===== config.mk =====
export PLATFORM = sky130hd
export DESIGN_NAME = tdc_enc_sequencer
export DESIGN_NICKNAME = d
export VERILOG_FILES = /design/src/rtl/tdc_seq_pkg.sv /design/src/rtl/tdc_raw_latch.sv /design/src/rtl/tdc_enc_sequencer.sv
export SDC_FILE = /design/constraint.sdc
export NUM_CORES = 1
export LEC_CHECK = 0
export ABC_AREA = 1
export CAP_MARGIN = 20
export CELL_PAD_IN_SITES_DETAIL_PLACEMENT = 1
export CELL_PAD_IN_SITES_GLOBAL_PLACEMENT = 1
export CORE_AREA = 2 2 154 156
export DETAILED_ROUTE_END_ITERATION = 7
export DIE_AREA = 0 0 156 158
export DONT_BUFFER_PORTS = 1
export PLACE_DENSITY = 0.89
export SLEW_MARGIN = 20
export SYNTH_ARGS = -nofsm -noshare
export SYNTH_HDL_FRONTEND = slang
export SYNTH_SLANG_ARGS = --single-unit

===== constraint.sdc =====
create_clock -name clk -period 4.29 [get_ports clk]
set_clock_uncertainty 0.2 [all_clocks]
set_input_delay 0.6435 -clock clk [delete_from_list [all_inputs] [get_ports clk]]
set_output_delay 0.6435 -clock clk [all_outputs]
set_load 0.01 [all_outputs]

===== src/rtl/tdc_seq_pkg.sv =====
// Shared constants and state type for the TDC encoder sequencer.
package tdc_seq_pkg;

  localparam int RAW_W  = 63;
  localparam int CNT_W  = 3;
  localparam int CODE_W = 10;
  localparam int DROP_W = 8;

  localparam int TOA_IDX = 0;
  localparam int TOT_IDX = 1;
  localparam int CAL_IDX = 2;

  typedef enum logic [2:0] {
    IDLE,
    ENC_TOA,
    ENC_TOT,
    ENC_CAL,
    OUT
  } seq_state_e;

endpackage


===== src/rtl/tdc_raw_latch.sv =====
// Holds the three latched raw/counter sets of a hit and muxes the selected set
// onto the shared encoder inputs; no selection drives zeros.
module tdc_raw_latch
  import tdc_seq_pkg::*;
(
  input  logic             clk,
  input  logic             rst_n,
  input  logic             load_i,
  input  logic [2:0]       sel_i,
  input  logic [RAW_W-1:0] toa_raw_i,
  input  logic [RAW_W-1:0] tot_raw_i,
  input  logic [RAW_W-1:0] cal_raw_i,
  input  logic [CNT_W-1:0] toa_cnta_i,
  input  logic [CNT_W-1:0] toa_cntb_i,
  input  logic [CNT_W-1:0] tot_cnta_i,
  input  logic [CNT_W-1:0] tot_cntb_i,
  input  logic [CNT_W-1:0] cal_cnta_i,
  input  logic [CNT_W-1:0] cal_cntb_i,
  output logic [RAW_W-1:0] enc_a_o,
  output logic [CNT_W-1:0] enc_cnta_o,
  output logic [CNT_W-1:0] enc_cntb_o
);

  logic [RAW_W-1:0] raw_q  [3];
  logic [CNT_W-1:0] cnta_q [3];
  logic [CNT_W-1:0] cntb_q [3];

  always_ff @(posedge clk or negedge rst_n) begin
    if (!rst_n) begin
      for (int i = 0; i < 3; i++) begin
        raw_q[i]  <= '0;
        cnta_q[i] <= '0;
        cntb_q[i] <= '0;
      end
    end else if (load_i) begin
      raw_q[TOA_IDX]  <= toa_raw_i;
      raw_q[TOT_IDX]  <= tot_raw_i;
      raw_q[CAL_IDX]  <= cal_raw_i;
      cnta_q[TOA_IDX] <= toa_cnta_i;
      cnta_q[TOT_IDX] <= tot_cnta_i;
      cnta_q[CAL_IDX] <= cal_cnta_i;
      cntb_q[TOA_IDX] <= toa_cntb_i;
      cntb_q[TOT_IDX] <= tot_cntb_i;
      cntb_q[CAL_IDX] <= cal_cntb_i;
    end
  end

  // sel_i is one-hot or zero, so OR-ing the gated sets is a plain mux
  always_comb begin
    enc_a_o    = '0;
    enc_cnta_o = '0;
    enc_cntb_o = '0;
    for (int i = 0; i < 3; i++) begin
      if (sel_i[i]) begin
        enc_a_o    = enc_a_o    | raw_q[i];
        enc_cnta_o = enc_cnta_o | cnta_q[i];
        enc_cntb_o = enc_cntb_o | cntb_q[i];
      end
    end
  end

endmodule


===== src/rtl/tdc_enc_sequencer.sv =====
// Shares one TDC phase encoder across the TOA/TOT/CAL captures of a hit.
// States: IDLE wait hit | ENC_x drive set x, capture code | OUT hold result. Macro TDC_SEQ_SETTLE_EN: 2 cycles per ENC_x.
module tdc_enc_sequencer
  import tdc_seq_pkg::*;
(
  input  logic              clk,
  input  logic              rst_n,
  input  logic              hit,
  input  logic [RAW_W-1:0]  toa_raw,
  input  logic [RAW_W-1:0]  tot_raw,
  input  logic [RAW_W-1:0]  cal_raw,
  input  logic [CNT_W-1:0]  toa_cntA,
  input  logic [CNT_W-1:0]  toa_cntB,
  input  logic [CNT_W-1:0]  tot_cntA,
  input  logic [CNT_W-1:0]  tot_cntB,
  input  logic [CNT_W-1:0]  cal_cntA,
  input  logic [CNT_W-1:0]  cal_cntB,
  input  logic              cal_en,
  output logic [RAW_W-1:0]  enc_A,
  output logic [CNT_W-1:0]  enc_cntA,
  output logic [CNT_W-1:0]  enc_cntB,
  input  logic [CODE_W-1:0] enc_code,
  input  logic              enc_err,
  output logic              out_valid,
  input  logic              out_ready,
  output logic [CODE_W-1:0] out_toa,
  output logic [CODE_W-1:0] out_tot,
  output logic [CODE_W-1:0] out_cal,
  output logic [2:0]        out_err,
  output logic              busy,
  output logic [DROP_W-1:0] drop_cnt
);

  seq_state_e        state_q, state_d;
  logic              cal_en_q;
  logic              accept;
  logic              step;
  logic [2:0]        sel;
  logic [CODE_W-1:0] out_toa_q, out_tot_q, out_cal_q;
  logic [2:0]        out_err_q;
  logic [DROP_W-1:0] drop_q;
`ifdef TDC_SEQ_SETTLE_EN
  logic              phase_q, phase_d;
`endif

  assign accept        = (state_q == IDLE) && hit;
  assign sel[TOA_IDX]  = (state_q == ENC_TOA);
  assign sel[TOT_IDX]  = (state_q == ENC_TOT);
  assign sel[CAL_IDX]  = (state_q == ENC_CAL);

  always_comb begin
    state_d = state_q;
    step    = 1'b0;
`ifdef TDC_SEQ_SETTLE_EN
    phase_d = 1'b0;
`endif
    case (state_q)
      IDLE: if (hit) state_d = ENC_TOA;
      ENC_TOA, ENC_TOT, ENC_CAL: begin
`ifdef TDC_SEQ_SETTLE_EN
        // phase 0 lets the encoder settle, phase 1 captures and advances
        phase_d = ~phase_q;
        step    = phase_q;
`else
        step    = 1'b1;
`endif
        if (step) begin
          case (state_q)
            ENC_TOA: state_d = ENC_TOT;
            ENC_TOT: state_d = cal_en_q ? ENC_CAL : OUT;
            default: state_d = OUT;
          endcase
        end
      end
      OUT:     if (out_ready) state_d = IDLE;
      default: state_d = IDLE;
    endcase
  end

  always_ff @(posedge clk or negedge rst_n) begin
    if (!rst_n) begin
      state_q   <= IDLE;
      cal_en_q  <= 1'b0;
      out_toa_q <= '0;
      out_tot_q <= '0;
      out_cal_q <= '0;
      out_err_q <= '0;
      drop_q    <= '0;
`ifdef TDC_SEQ_SETTLE_EN
      phase_q   <= 1'b0;
`endif
    end else begin
      state_q <= state_d;
`ifdef TDC_SEQ_SETTLE_EN
      phase_q <= phase_d;
`endif
      if (accept) begin
        cal_en_q  <= cal_en;
        out_toa_q <= '0;
        out_tot_q <= '0;
        out_cal_q <= '0;
        out_err_q <= '0;
      end else if (step) begin
        if (sel[TOA_IDX]) begin
          out_toa_q          <= enc_code;
          out_err_q[TOA_IDX] <= enc_err;
        end
        if (sel[TOT_IDX]) begin
          out_tot_q          <= enc_code;
          out_err_q[TOT_IDX] <= enc_err;
        end
        if (sel[CAL_IDX]) begin
          out_cal_q          <= enc_code;
          out_err_q[CAL_IDX] <= enc_err;
        end
      end
      if (hit && (state_q != IDLE) && (drop_q != '1)) drop_q <= drop_q + 1'b1;
    end
  end

  tdc_raw_latch u_latch (
    .clk        (clk),
    .rst_n      (rst_n),
    .load_i     (accept),
    .sel_i      (sel),
    .toa_raw_i  (toa_raw),
    .tot_raw_i  (tot_raw),
    .cal_raw_i  (cal_raw),
    .toa_cnta_i (toa_cntA),
    .toa_cntb_i (toa_cntB),
    .tot_cnta_i (tot_cntA),
    .tot_cntb_i (tot_cntB),
    .cal_cnta_i (cal_cntA),
    .cal_cntb_i (cal_cntB),
    .enc_a_o    (enc_A),
    .enc_cnta_o (enc_cntA),
    .enc_cntb_o (enc_cntB)
  );

  assign busy      = (state_q != IDLE);
  assign out_valid = (state_q == OUT);
  assign out_toa   = out_toa_q;
  assign out_tot   = out_tot_q;
  assign out_cal   = out_cal_q;
  assign out_err   = out_err_q;
  assign drop_cnt  = drop_q;

endmodule


==> summary.md <==
| Metric | Value |
|---|---|
| Min-Delay Path Class | `primary input to asynchronous set/reset pin` |
| Setup violators final | `0` |
| Leak Pwr | `6.47 nW` |
| Clk Latency, worst-skew pair | `0.53 ns` |
| R2r worst-path depth | `5` |
| Post-route setup slack | `0.668 ns` |
| R2R Path End | `u_latch.raw_q[85]` |
| Row count | `56` |
| Layout fillers | `2786` |
| Synth Instances | `1392` |
| Die W | `156 µm` |
| Total iterations of the first detailed-routing run | `5` |
| Failing checks | `negative hold slack` |
| Setup tns final | `0 ns` |
| Place WS | `1.22 ns` |
| Crit path max-delay cell type | `inv_2` |
| Routed WL | `31400 µm` |
| CP max FO | `37` |
| ANT cells | `0` |
| # nets final | `1579` |
| Max cap viols | `0` |
| Nature of the critical path startpoint | `flip-flop` |
| Clk sinks | `252` |
| Hold WS | `-0.397 ns` |
| Post-DP HPWL | `21400 µm` |
| Worst-path cell chain | `inv_1 > nand3_2 > inv_2 > buf_12 > nand2_1 > nand3_1` |
| Clock period minus worst slack | `3.62 ns` |
| # DRC | `0` |
| Max rail drop VDD | `0.409 mV` |
| H-tree depth | `1` |
| End of the critical path | `enc_A[56]` |
| Largest net degree at the start of global routing | `253` |
| GRT overflow | `0` |
| Gpl congestion | `0.846` |
| First-pass GRT wire length | `47900 µm` |
| DR iter-0 viols | `473` |
| Worst R2R Setup Slack | `1.59 ns` |
| Syn Nets | `1616` |
| Setup CP Type | `flip-flop to output pin` |
| Post-route ant nets | `0` |
| Via/cell ratio | `5.35` |
| Layout cells sized above 1 | `0.0436` |
| CTS root buf | `clkbuf_16` |
| Cts bufs inserted | `28` |
| Ys Warns | `0` |
| Seq/Total Area, Yosys | `0.565` |
| Placed Area | `0.0113 mm²` |
| CTS max path bufs | `3` |
| Netlist cell types | `22` |
| Critical Path Start | `state_q[0]` |
| Hold Vio Cnt, Final | `252` |
| Detailed-route wire length per cell | `18.8 µm` |
| Area Growth Syn to Fin | `8.83%` |
| Core ar. | `0.0231 mm²` |
| Starting Density | `0.484` |
| Finished Cell Area | `0.0122 mm²` |
| Pins Over Slew Limit | `0` |
| Worst-margin pin slew | `0.849 ns` |
| Data required, critical path | `3.45 ns` |
| Post-Syn Area | `0.0112 mm²` |
| Crit end category | `output pin` |
| P per Cell Area | `785 mW/mm²` |
| Synth Register Bits | `252` |
| Die Ht | `158 µm` |
| Crit share post-route | `0.844` |
| Slowest stage delay, CP | `0.68 ns` |
| GRT Resource Usage Total | `0.246` |
| Fin cells | `1665` |
| PortBufs | `0` |
| Arr. time, crit path | `2.78 ns` |
| Clock tree from TritonCTS | `yes` |
| Maximum clock rate | `0.276 GHz` |
| RSZ-0062 raised after global routing | `false` |
| Vias in the first global route | `9242` |
| # IOs | `335` |
| Status | `finished with violations` |
| # placed instances | `1615` |
| Clock-pin slew on the worst setup and hold paths | `0.06 ns` |
| Core Util, Final | `0.527` |
| Relative slew slack | `0.434` |
| Final Power | `9.54 mW` |
| Reg-to-reg startpoint | `state_q[1]` |
| Avg Inst Size Synth | `8.02 µm²` |
| Die area | `0.0246 mm²` |
| Initial antenna violation count | `1` |
| Total number of vias | `8903` |
[how the worst min path moves through the flow]
stage / start / endpoint / slack [ns]
finish: rst_n / u_latch.cntb_q[3] / -0.40
detailed placement: rst_n / u_latch.cntb_q[3] / 0.15
global route: rst_n / u_latch.cntb_q[3] / -0.42
CTS: rst_n / u_latch.cntb_q[3] / -0.42
global placement: rst_n / u_latch.cnta_q[0] / 0.15
floorplan: rst_n / cal_en_q / 0.15
[cells in the final DEF, fill, tap and decap left out, drive strengths merged]
cell type,count
xor2,1
ha,1
bufinv,1
inv,224
clkinvlp,1
buf,9
dfrtp,252
nand2,480
nor3,2
nand3,99
o21ai,245
clkbuf,40
clkinv,8
nor2,9
xnor2,2
a21oi,1
[registers in the layout (all words and copies together) (netlist names)]
signal	count
out_tot	10
u_latch.raw_q	189
u_latch.cnta_q	9
u_latch.cntb_q	9
out_err	3
state_q	3
cal_en_q	1
out_toa	10
out_cal	10
drop_cnt	8
[where the power goes]
part	total (mW)	switching [mW]	leakage [nW]	internal (mW)
registers	4.31	0.816	3.16	3.50
clock network	2.31	0.952	0.440	1.36
logic	2.92	2.05	2.87	0.867
total	9.54	3.82	6.47	5.72
[metal layers]
metal	wire, µm	global-route usage
met1	12600	0.297
met2	15300	0.428
met3	2420	0.0624
met4	1060	0.0882
met5	16	0
[worst max-delay path, delay by kind of cell, from the launching register on]
family	cells	cell delay, ns
DFF	1	0.44
buffers and inverters	3	1.13
and+or+nand+nor	3	0.62
[area by class of cell]
| class | count | area, µm² | share of cell area |
|---|---|---|---|
| Clock buffer | 40 | 807 | 0.0664 |
| Clock inverter | 10 | 77.6 | 0.00638 |
| Inverter | 224 | 841 | 0.0692 |
| Multi-Input combinational cell | 840 | 3640 | 0.300 |
| Sequential cell | 252 | 6310 | 0.519 |
| Tap cell | 290 | 363 | 0.0299 |
| Timing Repair Buffer | 9 | 118 | 0.00968 |
[cell families (layout without fill, tap and decap cells)]
kind of cell	count (synthesis)	in the layout	share of synthesized area
compound gates	246	246	0.110
fa+ha+maj	1	1	0.00112
buf+inv	300	283	0.110
flops	252	252	0.565
xor+xnor	3	3	0.00235
simple gates	590	590	0.212
[timing repair]
item,CTS,global route
resized for setup,0,0
hold endpoints to repair,252,252
buffers inserted,0,0
[cell usage after synthesis]
master / count / area, µm²
a21oi_1: 1 / 5.00
buf_1: 1 / 3.75
buf_2: 41 / 205
buf_4: 8 / 60.1
buf_6: 1 / 11.3
clkbuf_1: 15 / 56.3
clkbuf_2: 10 / 50.1
dfrtp_1: 252 / 6310
ha_1: 1 / 12.5
inv_1: 220 / 826
inv_2: 4 / 15.0
nand2_1: 480 / 1800
nand3_1: 97 / 485
nand3_2: 2 / 20.0
nor2_1: 8 / 30.0
nor2_2: 1 / 6.26
nor3_1: 1 / 5.00
nor3_4: 1 / 16.3
o21ai_0: 222 / 1110
o21ai_1: 23 / 115
xnor2_1: 2 / 17.5
xor2_1: 1 / 8.76
(Power assumes the default switching activity.)
